==> src/rtl/isa_pkg.sv <==
// Shared ISA definitions: opcodes, ALU op codes, instruction fields
// and the decode/EX control bundles.
package isa_pkg;

    localparam int OPC_MSB  = 15;
    localparam int OPC_LSB  = 12;
    localparam int RS_MSB   = 11;
    localparam int RS_LSB   = 9;
    localparam int RT_MSB   = 8;
    localparam int RT_LSB   = 6;
    localparam int RD_MSB   = 5;
    localparam int RD_LSB   = 3;
    localparam int FUNC_MSB = 2;
    localparam int FUNC_LSB = 0;

    localparam logic [3:0] OP_RTYPE = 4'h0;
    localparam logic [3:0] OP_ADDI  = 4'h1;
    localparam logic [3:0] OP_ANDI  = 4'h2;
    localparam logic [3:0] OP_ORI   = 4'h3;
    localparam logic [3:0] OP_SUBI  = 4'h4;
    localparam logic [3:0] OP_JMP   = 4'h5;
    localparam logic [3:0] OP_LHW   = 4'h7;
    localparam logic [3:0] OP_SHW   = 4'h8;
    localparam logic [3:0] OP_BEQ   = 4'h9;
    localparam logic [3:0] OP_BNE   = 4'hA;
    localparam logic [3:0] OP_NOP   = 4'hF;

    localparam logic [3:0] ALU_RTYPE = 4'h0;
    localparam logic [3:0] ALU_ADDI  = 4'h1;
    localparam logic [3:0] ALU_ANDI  = 4'h2;
    localparam logic [3:0] ALU_ORI   = 4'h3;
    localparam logic [3:0] ALU_SUBI  = 4'h4;
    localparam logic [3:0] ALU_LHW   = 4'h7;
    localparam logic [3:0] ALU_SHW   = 4'h8;
    localparam logic [3:0] ALU_BEQ   = 4'h9;
    localparam logic [3:0] ALU_BNE   = 4'hA;

    typedef enum logic [1:0] {
        DST_NONE,
        DST_RT,
        DST_RD
    } dst_sel_e;

    typedef struct packed {
        logic [3:0] alu_op;
        logic       alu_src;
        logic       reg_write;
        logic       mem_read;
        logic       mem_write;
        logic       mem_to_reg;
        logic       beq;
        logic       bne;
        logic       jump;
    } ctrl_t;

    typedef struct packed {
        logic       valid;
        ctrl_t      ctrl;
        logic [2:0] func;
        logic [2:0] dst;
        logic       illegal;
    } id_ex_t;

endpackage

==> src/rtl/main_decoder.sv <==
// Combinational opcode decoder: ALU op, datapath controls,
// source-register usage and destination select.
module main_decoder
    import isa_pkg::*;
(
    input  logic [3:0] opcode,
    output ctrl_t      ctrl,
    output logic       uses_rs,
    output logic       uses_rt,
    output dst_sel_e   dst_sel,
    output logic       illegal
);

    always_comb begin
        ctrl    = '0;
        uses_rs = 1'b0;
        uses_rt = 1'b0;
        dst_sel = DST_NONE;
        illegal = 1'b0;
        unique case (1'b1)
            opcode == OP_RTYPE: begin
                ctrl.alu_op    = ALU_RTYPE;
                ctrl.reg_write = 1'b1;
                uses_rs        = 1'b1;
                uses_rt        = 1'b1;
                dst_sel        = DST_RD;
            end
            opcode == OP_ADDI: begin
                ctrl.alu_op    = ALU_ADDI;
                ctrl.alu_src   = 1'b1;
                ctrl.reg_write = 1'b1;
                uses_rs        = 1'b1;
                dst_sel        = DST_RT;
            end
            opcode == OP_ANDI: begin
                ctrl.alu_op    = ALU_ANDI;
                ctrl.alu_src   = 1'b1;
                ctrl.reg_write = 1'b1;
                uses_rs        = 1'b1;
                dst_sel        = DST_RT;
            end
            opcode == OP_ORI: begin
                ctrl.alu_op    = ALU_ORI;
                ctrl.alu_src   = 1'b1;
                ctrl.reg_write = 1'b1;
                uses_rs        = 1'b1;
                dst_sel        = DST_RT;
            end
            opcode == OP_SUBI: begin
                ctrl.alu_op    = ALU_SUBI;
                ctrl.alu_src   = 1'b1;
                ctrl.reg_write = 1'b1;
                uses_rs        = 1'b1;
                dst_sel        = DST_RT;
            end
            opcode == OP_LHW: begin
                ctrl.alu_op     = ALU_LHW;
                ctrl.alu_src    = 1'b1;
                ctrl.mem_read   = 1'b1;
                ctrl.mem_to_reg = 1'b1;
                ctrl.reg_write  = 1'b1;
                uses_rs         = 1'b1;
                dst_sel         = DST_RT;
            end
            opcode == OP_SHW: begin
                ctrl.alu_op    = ALU_SHW;
                ctrl.alu_src   = 1'b1;
                ctrl.mem_write = 1'b1;
                uses_rs        = 1'b1;
                uses_rt        = 1'b1;
            end
            opcode == OP_BEQ: begin
                ctrl.alu_op = ALU_BEQ;
                ctrl.beq    = 1'b1;
                uses_rs     = 1'b1;
                uses_rt     = 1'b1;
            end
            opcode == OP_BNE: begin
                ctrl.alu_op = ALU_BNE;
                ctrl.bne    = 1'b1;
                uses_rs     = 1'b1;
                uses_rt     = 1'b1;
            end
            opcode == OP_JMP: begin
                ctrl.alu_op = ALU_RTYPE;
                ctrl.jump   = 1'b1;
            end
            opcode == OP_NOP: begin
                ctrl = '0;
            end
            default: begin
                illegal = 1'b1;
            end
        endcase
    end

endmodule

==> src/rtl/id_ex_control.sv <==
// ID-stage control: decode, load-use hazard detection and the
// ID/EX control pipeline register.
module id_ex_control
    import isa_pkg::*;
(
    input  logic        clk,
    input  logic        rst,
    input  logic [15:0] id_instr,
    input  logic        id_valid,
    input  logic        stall,
    input  logic        flush,
    output logic        hazard_stall,
    output logic        ex_valid,
    output logic [3:0]  ex_alu_op,
    output logic [2:0]  ex_func,
    output logic [2:0]  ex_dst,
    output logic        ex_alu_src,
    output logic        ex_reg_write,
    output logic        ex_mem_read,
    output logic        ex_mem_write,
    output logic        ex_mem_to_reg,
    output logic        ex_beq,
    output logic        ex_bne,
    output logic        ex_jump,
    output logic        ex_illegal
);

    logic [3:0] opcode;
    logic [2:0] rs, rt, rd, func;
    ctrl_t      dec_ctrl;
    logic       uses_rs, uses_rt, illegal;
    dst_sel_e   dst_sel;
    id_ex_t     dec_word, ex_q;

    assign opcode = id_instr[OPC_MSB:OPC_LSB];
    assign rs     = id_instr[RS_MSB:RS_LSB];
    assign rt     = id_instr[RT_MSB:RT_LSB];
    assign rd     = id_instr[RD_MSB:RD_LSB];
    assign func   = id_instr[FUNC_MSB:FUNC_LSB];

    main_decoder u_dec (
        .opcode  (opcode),
        .ctrl    (dec_ctrl),
        .uses_rs (uses_rs),
        .uses_rt (uses_rt),
        .dst_sel (dst_sel),
        .illegal (illegal)
    );

    // Undefined opcodes become a bubble tagged illegal for the trap path.
    always_comb begin
        dec_word       = '0;
        dec_word.valid = 1'b1;
        dec_word.ctrl  = dec_ctrl;
        dec_word.func  = func;
        unique case (dst_sel)
            DST_RT:  dec_word.dst = rt;
            DST_RD:  dec_word.dst = rd;
            default: dec_word.dst = 3'd0;
        endcase
        if (illegal) begin
            dec_word         = '0;
            dec_word.illegal = 1'b1;
        end
    end

    assign hazard_stall = ex_q.valid & ex_q.ctrl.mem_read & id_valid
                        & ((uses_rs & (rs == ex_q.dst))
                        |  (uses_rt & (rt == ex_q.dst)))
                        & ~flush;

    always_ff @(posedge clk) begin
        if (rst) begin
            ex_q <= '0;
        end else if (flush) begin
            ex_q <= '0;
        end else if (!stall) begin
            if (hazard_stall || !id_valid)
                ex_q <= '0;
            else
                ex_q <= dec_word;
        end
    end

    assign ex_valid      = ex_q.valid;
    assign ex_alu_op     = ex_q.ctrl.alu_op;
    assign ex_func       = ex_q.func;
    assign ex_dst        = ex_q.dst;
    assign ex_alu_src    = ex_q.ctrl.alu_src;
    assign ex_reg_write  = ex_q.ctrl.reg_write;
    assign ex_mem_read   = ex_q.ctrl.mem_read;
    assign ex_mem_write  = ex_q.ctrl.mem_write;
    assign ex_mem_to_reg = ex_q.ctrl.mem_to_reg;
    assign ex_beq        = ex_q.ctrl.beq;
    assign ex_bne        = ex_q.ctrl.bne;
    assign ex_jump       = ex_q.ctrl.jump;
    assign ex_illegal    = ex_q.illegal;

endmodule

==> config.mk <==
export PLATFORM = sky130hd
export DESIGN_NAME = id_ex_control
export DESIGN_NICKNAME = d
export VERILOG_FILES = /design/src/rtl/isa_pkg.sv /design/src/rtl/main_decoder.sv /design/src/rtl/id_ex_control.sv
export SDC_FILE = /design/constraint.sdc
export NUM_CORES = 1
export LEC_CHECK = 0
export ABC_AREA = 0
export CORE_MARGIN = 2
export CORE_UTILIZATION = 48
export CTS_CLUSTER_DIAMETER = 120
export DETAILED_ROUTE_END_ITERATION = 8
export GPL_TIMING_DRIVEN = 0
export PLACE_DENSITY = 0.84
export SYNTH_ARGS = -nofsm -noshare
export SYNTH_HDL_FRONTEND = slang
export SYNTH_HIERARCHICAL = 1
export SYNTH_SLANG_ARGS = --single-unit
==> constraint.sdc <==
create_clock -name clk -period 3.85 [get_ports clk]
set_input_delay 0.5775 -clock clk [delete_from_list [all_inputs] [get_ports clk]]
set_output_delay 0.5775 -clock clk [all_outputs]
set_load 0.02 [all_outputs]
After elaboration in Yosys (flattened, before gate mapping)
Cells that the tools add are included.
{"block": "totals", "output_inout_bits": 21, "reg_bits": 20, "input_bits": 21}
{"block": "op_classes", "mux": 14, "n_bitwise": 8, "n_eq_ne": 14, "reduce_logical": 10}
{"cell": "20-bit 2-to-1 mux", "n": 2}
{"cell": "4-bit one-hot mux with 8 select lines", "n": 1}
{"cell": "4-bit equality test, second input constant", "n": 4}
{"cell": "4-bit by 3-bit equality test with 1-bit output, second input constant", "n": 3}
{"cell": "6-bit OR reduction", "n": 2}
{"cell": "11-bit OR reduction", "n": 1}
{"cell": "1-bit 2-to-1 mux", "n": 9}
{"cell": "9-bit OR reduction", "n": 1}
{"cell": "4-bit by 2-bit equality test with 1-bit output, second input constant", "n": 2}
{"cell": "1-bit bitwise AND", "n": 6}
{"cell": "3-bit equality test", "n": 2}
{"cell": "3-bit one-hot mux with 2 select lines", "n": 1}
{"cell": "5-bit OR reduction", "n": 1}
{"cell": "4-bit by 1-bit equality test with 1-bit output, second input constant", "n": 1}
{"cell": "4-bit logical NOT", "n": 1}
{"cell": "2-bit one-hot mux with 2 select lines", "n": 1}
{"cell": "4-bit OR reduction", "n": 1}
{"cell": "2-bit by 1-bit equality test with 1-bit output, second input constant", "n": 1}
{"cell": "2-bit equality test, second input constant", "n": 1}
{"cell": "2-bit OR reduction", "n": 1}
{"cell": "1-bit logical NOT", "n": 1}
{"cell": "1-bit logical OR", "n": 1}
{"cell": "1-bit NOT", "n": 1}
{"cell": "1-bit OR", "n": 1}

Depth between registers and ports, before layout
Gate-level depths: netlist of run 1.
{"block": "depth", "depth_word": 9, "depth_mapped": 8, "ltp_nobuf": 7}

Modules after synthesis
Netlist of run 1, hierarchy kept.
{"module": "id_ex_control", "instances": 1, "seq_area_each_um2": 400.4, "cells_each": 106, "area_each_um2": 993.5}
{"module": "main_decoder", "instances": 1, "seq_area_each_um2": 0.0, "cells_each": 32, "area_each_um2": 220.2}

Least setup slack after synthesis of run 1
No wires, ideal clock.
{"block": "synth_timing", "path_kind": "input-to-output", "from": "input port id_instr[13]", "to": "output port hazard_stall", "required_ps": 3273, "cell_stages": 6, "slack_ps": 1648, "arrival_ps": 1624, "cell_sequence": "buf_4 -> maj3_2 -> nor2_1 -> nand4_1 -> a21oi_1 -> buf_4"}
{"block": "synth_between", "elab_chain_len": 7, "word_cells_on_any_way": 18, "cone_classes": "eq/ne (8); mux (2); bitwise (5); reduce/logical (3)"}
{"item": "start: declaration", "line": "id_ex_control.sv:8", "rtl": "input logic [15:0] id_instr,"}
{"item": "4-bit equality test, or another cell as far along", "line": "main_decoder.sv:78", "rtl": "opcode == OP_BNE: begin"}
{"item": "4-bit OR reduction (no line) *"}
{"item": "1-bit 2-to-1 mux *", "line": "main_decoder.sv:20", "rtl": "unique case (1'b1)"}
{"item": "via uses_rt", "line": "id_ex_control.sv:31", "rtl": "logic uses_rs, uses_rt, illegal;"}
{"item": "1-bit bitwise AND *", "line": "id_ex_control.sv:69", "rtl": "| (uses_rt & (rt == ex_q.dst)))"}
{"item": "1-bit OR *", "line": "id_ex_control.sv:69"}
{"item": "1-bit bitwise AND *", "line": "id_ex_control.sv:68", "rtl": "& ((uses_rs & (rs == ex_q.dst))"}
{"item": "1-bit bitwise AND *", "line": "id_ex_control.sv:70", "rtl": "& ~flush;"}
{"item": "end: declaration", "line": "id_ex_control.sv:12", "rtl": "output logic hazard_stall,"}
The timed path passes the listed nets; every way through them passes the cells marked *.

Worst setup path in the final report of run 1
{"block": "layout_timing", "from": "input port id_instr[15]", "to": "output port hazard_stall"}
Same word-level chain as after synthesis.

==> summary.txt, run 1 <==
Status: finished clean
Warnings, synthesis: 6
H-tree level count: 1
Fin nets: 207
Synth Net Count: 161
Worst Clk Skew: 1.40 ps
Placed Cells: 209
Worst r2r src: ex_dst[1]$_SDFFE_PP0N_
Critical Path AT: 3000 ps
Count of input and output buffers: 41
Hold/Removal Path Class: reg2reg
Setup Crit Path Kind: in2out
PD cells: 242 nW/um^2
Max Root-Sink Buffers: 2
Utilization after layout: 69.8%
Worst-margin pin slew: 420 ps
Largest family of logic cells by synthesized area: compound AO/OA/AOI/OAI gates
Critical path launch point type: input port
Max cap viols: 0
Crit path required time: 3270 ps
Largest net degree at the start of global routing: 12
Hold Startpoint: ex_illegal$_SDFFE_PP0N_
Setup TNS: 0 ps
GRT overflow: 0
Hpwl dp: 2.07 mm
Tcrit/Tclk final: 93.0%
Worst IR Drop VDD: 0.000155 V
DR pass1 iterations: 4
N_diodes: 0
Initial antenna violation count: 0
Dpl cell area: 1660 sq um
Min Hold Slack: 458 ps
Synthesized area per cell: 8.79 sq um
Ratio of cells with drive above 1 in the final layout: 15.3%
Most frequent cells in the layout: clkdlybuf4s50_1 (41), nand2_1 (22), dfxtp_1 (20)
DRC: 0
Area Growth Syn to Fin: 39.9%
Site Rows: 18
Synth Register Bits: 20
Vias in the first global route: 944
Post-synthesis sequential area ratio: 33.0%
Synth Area in Adders: 2.99%
Die width: 54.3 microns
Final setup viols: 0
Drt wl/cell: 11.8 microns
Final Critical Period: 3580 ps
CP Max Fanout: 10
RSZ-0062 raised after global routing: no
Final wirelength: 2.51 mm
Pleak: 0.622 nW
Clock transition at path regs: 110 ps
Io pins: 42
Max FFs per register: 4
Final number of hold-violating endpoints: 0
Total CTS buffers: 3
CTS tree: yes
Routability cong.: 0.830
Final worst-path setup slack: 271 ps
Maximum clock frequency: 279 MHz
Yosys cell types: 36
ANT nets after route: 0
GRT Util Overall: 18.8%
Simple-gate share of the synthesized area: 21.3%
Final Power: 0.412 mW
Synth Area in XOR/XNOR: 5.67%
Synth Instances: 138
Clock sink count: 20
Place WS: 318 ps
Non-Filler Instances: 213
Rel. slew slack: 72.0%
Clock Latency Late Sink: 300 ps
Initial Util: 49.9%
Mux contribution to synthesized area: 2.47%
Global-route wire length before repair: 4.04 mm
Slew Limit Fails: 0
Clock root buffer: clkbuf_4
Crit path launch: id_instr[15]
Via density: 5.08
Height of the die: 54.3 microns
CP endpoint kind: primary output
CTS-repair resized insts: 0
Commonest non-fill, non-tap cell in the layout: clkdlybuf4s50_1
Area of the core: 2430 sq um
Synth Area in Compound Gates: 22.0%
Post-CTS Setup Bufs: 0
Vias: 1082
Initial DRC count: 19
Die area: 2950 sq um
# hold bufs at CTS: 0
Final instance area: 1700 sq um
Post-Syn Area: 1210 sq um
synth_stat cells (all sizes together):
library cell	n	area (sq um)
a211oi	1	12.5
o21ai	4	20.0
nor3	2	20.0
nand3	3	15.0
nand2	22	82.6
nand4	2	12.5
nand4b	1	8.76
ha	2	25.0
o22ai	1	6.26
o31ai	16	183
dfxtp	20	400
o2bb2ai	1	8.76
xor2	1	16.3
nor4	1	6.26
and2	2	12.5
or2	1	6.26
or4bb	1	11.3
nor4b	1	23.8
mux2i	3	30.0
buf	8	73.8
xnor2	6	52.6
nor3b	2	15.0
a21oi	2	10.0
a22o	3	26.3
clkbuf	2	7.51
nand2b	3	18.8
inv	19	71.3
maj3	1	11.3
nor2	7	26.3
final cells by class:
type                    instances  area, sq um
fillers                       203          734
multi-input cells              89          661
repair buffers                 41          410
well taps                      30         37.5
flip-flops and latches         20          400
inverters                      19         71.3
plain buffers                  10         81.3
clock buffers                   4         36.3
where the power goes:
part | internal (mW) | leakage (nW) | switching, mW
registers | 0.209 | 0.161 | 0.00115
clock network | 0.0577 | 0.0210 | 0.0644
logic | 0.0423 | 0.440 | 0.0373
per-layer routing:
| metal | vias up | routed length (microns) | GRT usage (%) |
|---|---|---|---|
| met5 | - | 0 | 0 |
| met4 | 0 | 47 | 7.50 |
| met3 | 5 | 83 | 1.64 |
| met2 | 24 | 1270 | 34.1 |
| met1 | 495 | 1110 | 22.7 |
| li1 | 558 | - | - |
logic make-up (layout without fill, tap and decap cells):
kind of cell,after synthesis,in the layout
xor gates and xnor gates,7,7
muxes,3,3
DFF,20,20
and+or+nand+nor,48,48
AOI/OAI and AO/OA,28,28
buffers and inverters,29,74
adders and majority gates,3,3
final timing paths:
| check | end | slack, ps | cells past startpoint |
|---|---|---|---|
| setup / recovery | hazard_stall | 270 | 8 |
| hold / removal | ex_illegal$_SDFFE_PP0N_ | 460 | 2 |
| setup reg to reg | ex_dst[1]$_SDFFE_PP0N_ | 2400 | 5 |
| hold reg to reg | ex_illegal$_SDFFE_PP0N_ | 460 | 2 |
critical path, stage by stage:
cell and delay (ps):
clkdlybuf4s50_1 660, inv_2 80, maj3_2 310, nor2_1 110
nand4_1 100, a21oi_1 270, buf_4 260, clkdlybuf4s50_1 630
Power figures use the tool's default switching activity.
==> inputs of run 2 (changes only) <==
- CORE_ASPECT_RATIO: not set -> 1.5
- TNS_END_PERCENT: not set -> 20
==> run 2 against run 1 <==
Against the previous run:
- first-iteration DRC count is 42% lower
- global-route usage is 0.15 points higher
- largest cell class unchanged
- wire length is 0.32% higher
- sequential power hardly changed
- sequential share of layout area is 0.10 points higher
- combinational power hardly changed
- worst setup slack better by 65 ps
- critical path type unchanged
- via count is 1.2% lower
- hold slack better by 6.5 ps
- die area is 0.27% higher
- highest routed layer unchanged
- design area is 0.44% lower
- total power is 0.73% lower
==> summary.txt, run 2 (same netlist as run 1, synthesis figures left out) <==
DRC: 0 (unchanged)
CTS tree: yes
Initial Util: 50.1% (+0.21 points)
CP Max Fanout: 10 (unchanged)
Routability cong.: 0.870 (+4.8%)
Die width: 45.1 microns (-17%)
Final wirelength: 2.52 mm (+0.32%)
Io pins: 42 (unchanged)
Setup Crit Path Kind: in2out
Rel. slew slack: 71.2% (-0.78 points)
Setup TNS: 0 ps (unchanged)
N_diodes: 0 (unchanged)
Worst Clk Skew: 4.89 ps (+3.50 ps)
Count of input and output buffers: 41 (unchanged)
Max Root-Sink Buffers: 2 (unchanged)
Site Rows: 22 (+4)
Crit path required time: 3270 ps (about the same)
Vias: 1069 (-1.2%)
GRT Util Overall: 19.0% (+0.15 points)
Crit path launch: id_instr[15]
Final setup viols: 0 (unchanged)
Multi-input combinational cell area: 661 sq um (unchanged)
Clock root buffer: clkbuf_4
Place WS: 323 ps (+4.57 ps)
PD cells: 242 nW/um^2 (-0.29%)
Largest net degree at the start of global routing: 12 (unchanged)
Post-CTS Setup Bufs: 0 (unchanged)
H-tree level count: 1 (unchanged)
Max cap viols: 0 (unchanged)
Drt wl/cell: 12.2 microns (+3.2%)
Final Power: 0.409 mW (-0.73%)
Max FFs per register: 4 (unchanged)
Status: finished clean
DR pass1 iterations: 4 (unchanged)
Initial DRC count: 11 (-8)
Layout filler cell count: 205 (+0.99%)
Clock sink count: 20 (unchanged)
Critical Path AT: 2940 ps (-60 ps)
Fin nets: 207 (unchanged)
Ratio of cells with drive above 1 in the final layout: 15.3% (unchanged)
Height of the die: 65.6 microns (+21%)
Pleak: 0.622 nW (unchanged)
CP endpoint kind: primary output
Initial antenna violation count: 0 (unchanged)
# hold bufs at CTS: 0 (unchanged)
Clock transition at path regs: 110 ps (about the same)
CTS-repair resized insts: 0 (unchanged)
Clock Latency Late Sink: 290 ps (about the same)
Final Critical Period: 3510 ps (-65.0 ps)
Worst-margin pin slew: 432 ps (+11.8 ps)
Slew Limit Fails: 0 (unchanged)
Tcrit/Tclk final: 91.3% (-1.7 points)
Die area: 2950 sq um (+0.27%)
Commonest non-fill, non-tap cell in the layout: clkdlybuf4s50_1
Final worst-path setup slack: 336 ps (+65.0 ps)
Hold/Removal Path Class: reg2reg
Worst IR Drop VDD: 0.000187 V (+21%)
ANT nets after route: 0 (unchanged)
GRT overflow: 0 (unchanged)
Global-route wire length before repair: 4.33 mm (+7.2%)
Seq. cell area: 400 sq um (unchanged)
Area Growth Syn to Fin: 39.3%
Area of the core: 2420 sq um (-0.41%)
Vias in the first global route: 1094 (+16%)
Most frequent cells in the layout: clkdlybuf4s50_1 (41), nand2_1 (22), dfxtp_1 (20)
Maximum clock frequency: 285 MHz (+1.8%)
Critical path launch point type: input port
Total CTS buffers: 3 (unchanged)
Hpwl dp: 2.09 mm (+0.99%)
Hold Startpoint: ex_jump$_SDFFE_PP0N_
Worst r2r src: ex_dst[1]$_SDFFE_PP0N_
Via density: 5.16 (+1.7%)
Final number of hold-violating endpoints: 0 (unchanged)
RSZ-0062 raised after global routing: no
## run 2: cell counts in the layout (fill, tap and decap cells not counted)
Identical to the previous run, type by type.
## run 2: critical path, cell delays in order
cell and delay (ps):
clkdlybuf4s50_1 640, inv_2 80, maj3_2 300, nor2_1 110
nand4_1 90, a21oi_1 250, buf_4 250, clkdlybuf4s50_1 640
## run 2: stage by stage
stage / hold slack [ps] / utilization, % / instances / area [sq um]
2_1_floorplan: 532 / - / 138 / 1210
3_3_place_gp: 436 / 68.3 / 203 / 1650
3_5_place_dp: 444 / 68.3 / 203 / 1650
4_1_cts: 466 / 69.8 / 207 / 1690
5_1_grt: 492 / 69.8 / 207 / 1690
6_report: 464 / 69.8 / 207 / 1690
## run 2: where the power goes
group          switching, mW  internal, mW  total [mW]
Combinational         0.0370        0.0423      0.0793
Clock                 0.0617        0.0576       0.119
Sequential           0.00124         0.209       0.210
## run 2: metal layers
metal	up-vias	track usage [%]	routed length (microns)
met1	495	19.7	979
li1	553	-	-
met3	2	0.824	51
met5	-	0	0
met4	0	6.62	23
met2	19	37.5	1460
## run 2: path summary, 6_finish.rpt
kind	to	slack (ps)	depth (start not counted)
min	ex_jump$_SDFFE_PP0N_	460	2
max reg2reg	ex_dst[0]$_SDFFE_PP0N_	2450	5
max	hazard_stall	340	8
min reg2reg	ex_jump$_SDFFE_PP0N_	460	2
## run 2: layout make-up
cell class / instances / share of cell area, %
Multi-Input combinational cell: 89 / 39.1
Inverter: 19 / 4.22
Clock buffer: 4 / 2.15
Sequential cell: 20 / 23.7
Timing Repair Buffer: 41 / 24.3
Tap cell: 24 / 1.78
Buffer: 10 / 4.81
==> variant, RTL diff (settings of run 2) <==
Reset style: asynchronous (`rst`), changed in one clocked block.
--- a/src/rtl/id_ex_control.sv
+++ b/src/rtl/id_ex_control.sv
@@ -71,3 +71,3 @@
 
-    always_ff @(posedge clk) begin
+    always_ff @(posedge clk or posedge rst) begin
         if (rst) begin
Function: differs if rst is asserted again (counterexample within 4 cycles, from zero or initial values and one cycle with rst high); with rst held inactive, the same outputs for 10 cycles.
==> variant against run 2 <==
Register-to-register slack lost 0.14 ns. Synthesized cell count grew 2.9%. Die area shrank 0.19%. Synthesized area shrank 0.21%. Setup slack lost 0.074 ns. Sequential share of layout area grew 6.2 points. Routed wire length grew 21%. Final area shrank 0.96%. Sequential cell count is the same. Power grew 1.9%. Critical endpoint unchanged. Highest routed layer unchanged.
==> variant: results (changes against run 2) <==
- Outcome: finished clean
- Top cell type by total area after synthesis: dfrtp_1
- Wire length per cell: 14.49 µm (+19%)
- Vias per cell: 5.490 (+6.3%)
- Met3 usage: 3.297% (+2.5 points)
- Hold Path Stages: 2 (unchanged)
- Nets@finish: 211 (+1.9%)
- GR Util met2: 40.18% (+2.7 points)
- Endpoint of the worst hold path: ex_alu_op[1]$_DFFE_PP0P_
- FF-to-FF Start: ex_dst[2]$_DFFE_PP0P_
- Critical-path top delay cell: clkdlybuf4s50_1
- Worst Path Arrival: 3.01 ns (+0.07 ns)
- Post-CTS sizing: 0 (unchanged)
- DP HPWL: 2.426 mm (+16%)
- Asr flop ratio synth: 100.0% (+100 points)
- Fillcell total: 190 (-7.3%)
- Drt first pass iters: 4 (unchanged)
- Crit path largest cell delay: 0.64 ns (about the same)
- CTS buffer count: 3 (unchanged)
- Post-CTS Setup Bufs: 0 (unchanged)
- Clk slew on worst S/H paths: roughly 0.10 ns
- First-pass GRT wire length: 4.926 mm (+14%)
- Port Buffers: 41 (unchanged)
- Top cells by area, synth: dfrtp_1 41%, nand3_1 7.4%, nand2_1 7.4%
- Critical R2R Capture: ex_func[0]$_DFFE_PP0P_
- Clk Latency, worst-skew pair: 0.29 ns (about the same)
- Largest net degree at the start of global routing: 21 (+9)
- Initial antenna violation count: 0 (unchanged)
- Vias in the first global route: 1173 (+7.2%)
- Leakage power total: 0.6822 nW (+9.6%)
- R2r setup slk: 2.31 ns (-0.14 ns)
- Global route hottest layer: met2
- Worst vdd ir: 0.0002098 V (+12%)
- Total track usage: 22.17% (+3.2 points)
- DR iter-0 viols: 20 (+9)
- Sequential area share after synthesis: 41.32% (+8.3 points)
- Top cells by count, synth: 24 x nand2_1, 20 x dfrtp_1, 18 x nand3_1, 11 x o21ai_1, 8 x o21ai_0
- Hold_sp: ex_alu_op[1]$_DFFE_PP0P_
- Syn nets: 165 (+2.5%)
- Crit-path max FO: 10 (unchanged)
- Final Skew: 0.01289 ns (+0.007997 ns)
- Yosys warnings: 6 (unchanged)
- Clk buf depth: 2 (unchanged)
- RePlAce Congestion: 0.8315 (-4.5%)
- Max reg flops: 4 (unchanged)
- Hold WC Path Type: register to register
- Share of cells above drive strength 1: 10.22% (-5.1 points)
- Post-synth cell types: 31 (-14%)
- Root Buffer: clkbuf_4
- Slew @ Worst Pin: 0.7488 ns (+0.3171 ns)
- Met1 Use GR: 25.00% (+5.3 points)
-- variant: cell types whose count changed after synthesis, sizes merged, moves of 2 or more --
cell | run 2 | this run
o21ai | 4 | 19
dfxtp | 20 | 0
nand2 | 22 | 24
nand3 | 3 | 18
inv | 19 | 6
o31ai | 16 | 0
dfrtp | 0 | 20
-- variant: where the power goes --
| group | leakage [nW] | internal (mW) | switching, mW | total (mW) |
|---|---|---|---|---|
| registers | 0.276 | 0.215 | 0.00344 | 0.219 |
| logic | 0.392 | 0.0483 | 0.0524 | 0.101 |
| clock network | 0.0138 | 0.0363 | 0.0605 | 0.0969 |
-- variant: how the worst max path moves through the flow --
stage	from	endpoint	slack (ns)	depth (start not counted)
floorplan	id_instr[13]	hazard_stall	1.59	6
global placement	id_instr[15]	hazard_stall	0.34	8
detailed placement	id_instr[15]	hazard_stall	0.30	8
CTS	id_instr[15]	hazard_stall	0.28	8
global route	id_instr[15]	hazard_stall	0.22	8
finish	id_instr[15]	hazard_stall	0.26	8
-- variant: worst min-delay path, cell delays in order, from the launching register on --
cell and delay, ns:
dfrtp_1 0.36, nand2_1 0.04, o21ai_0 0.06
-- variant: kinds of logic (layout without fill, tap and decap cells) --
| logic type | count (synthesis) | count (layout) | synth area share [%] |
|---|---|---|---|
| xor gates and xnor gates | 7 | 7 | 5.682 |
| AOI/OAI and AO/OA | 28 | 28 | 14.46 |
| DFF | 20 | 20 | 41.32 |
| adders and majority gates | 3 | 3 | 2.995 |
| and+or+nand+nor | 64 | 64 | 25.93 |
| muxes | 3 | 3 | 2.479 |
| buffers and inverters | 17 | 61 | 7.128 |
-- variant: layer usage --
metal | routed length (µm) | vias up
met5 | 0 | -
met4 | 48 | 0
met3 | 131 | 4
met2 | 1687 | 37
met1 | 1175 | 538
li1 | - | 574
-- variant: metrics by stage --
stage          hold WS (ns)  std cells  area [µm²]  setup slack (ns)
6_report             0.4961        210        1674            0.2626
2_1_floorplan        0.5413        142        1211             1.593
5_1_grt              0.5246        210        1674            0.2161
4_1_cts              0.4994        210        1674            0.2752
3_5_place_dp         0.4758        207        1652            0.2985
3_3_place_gp         0.4657        207        1652            0.3373
-- variant: cell type report --
type,count,area share [%]
inverters,6,1.345
multi-input cells,105,37.29
plain buffers,11,3.812
flip-flops and latches,20,29.90
clock buffers,3,1.345
repair buffers,41,24.51
well taps,24,1.794
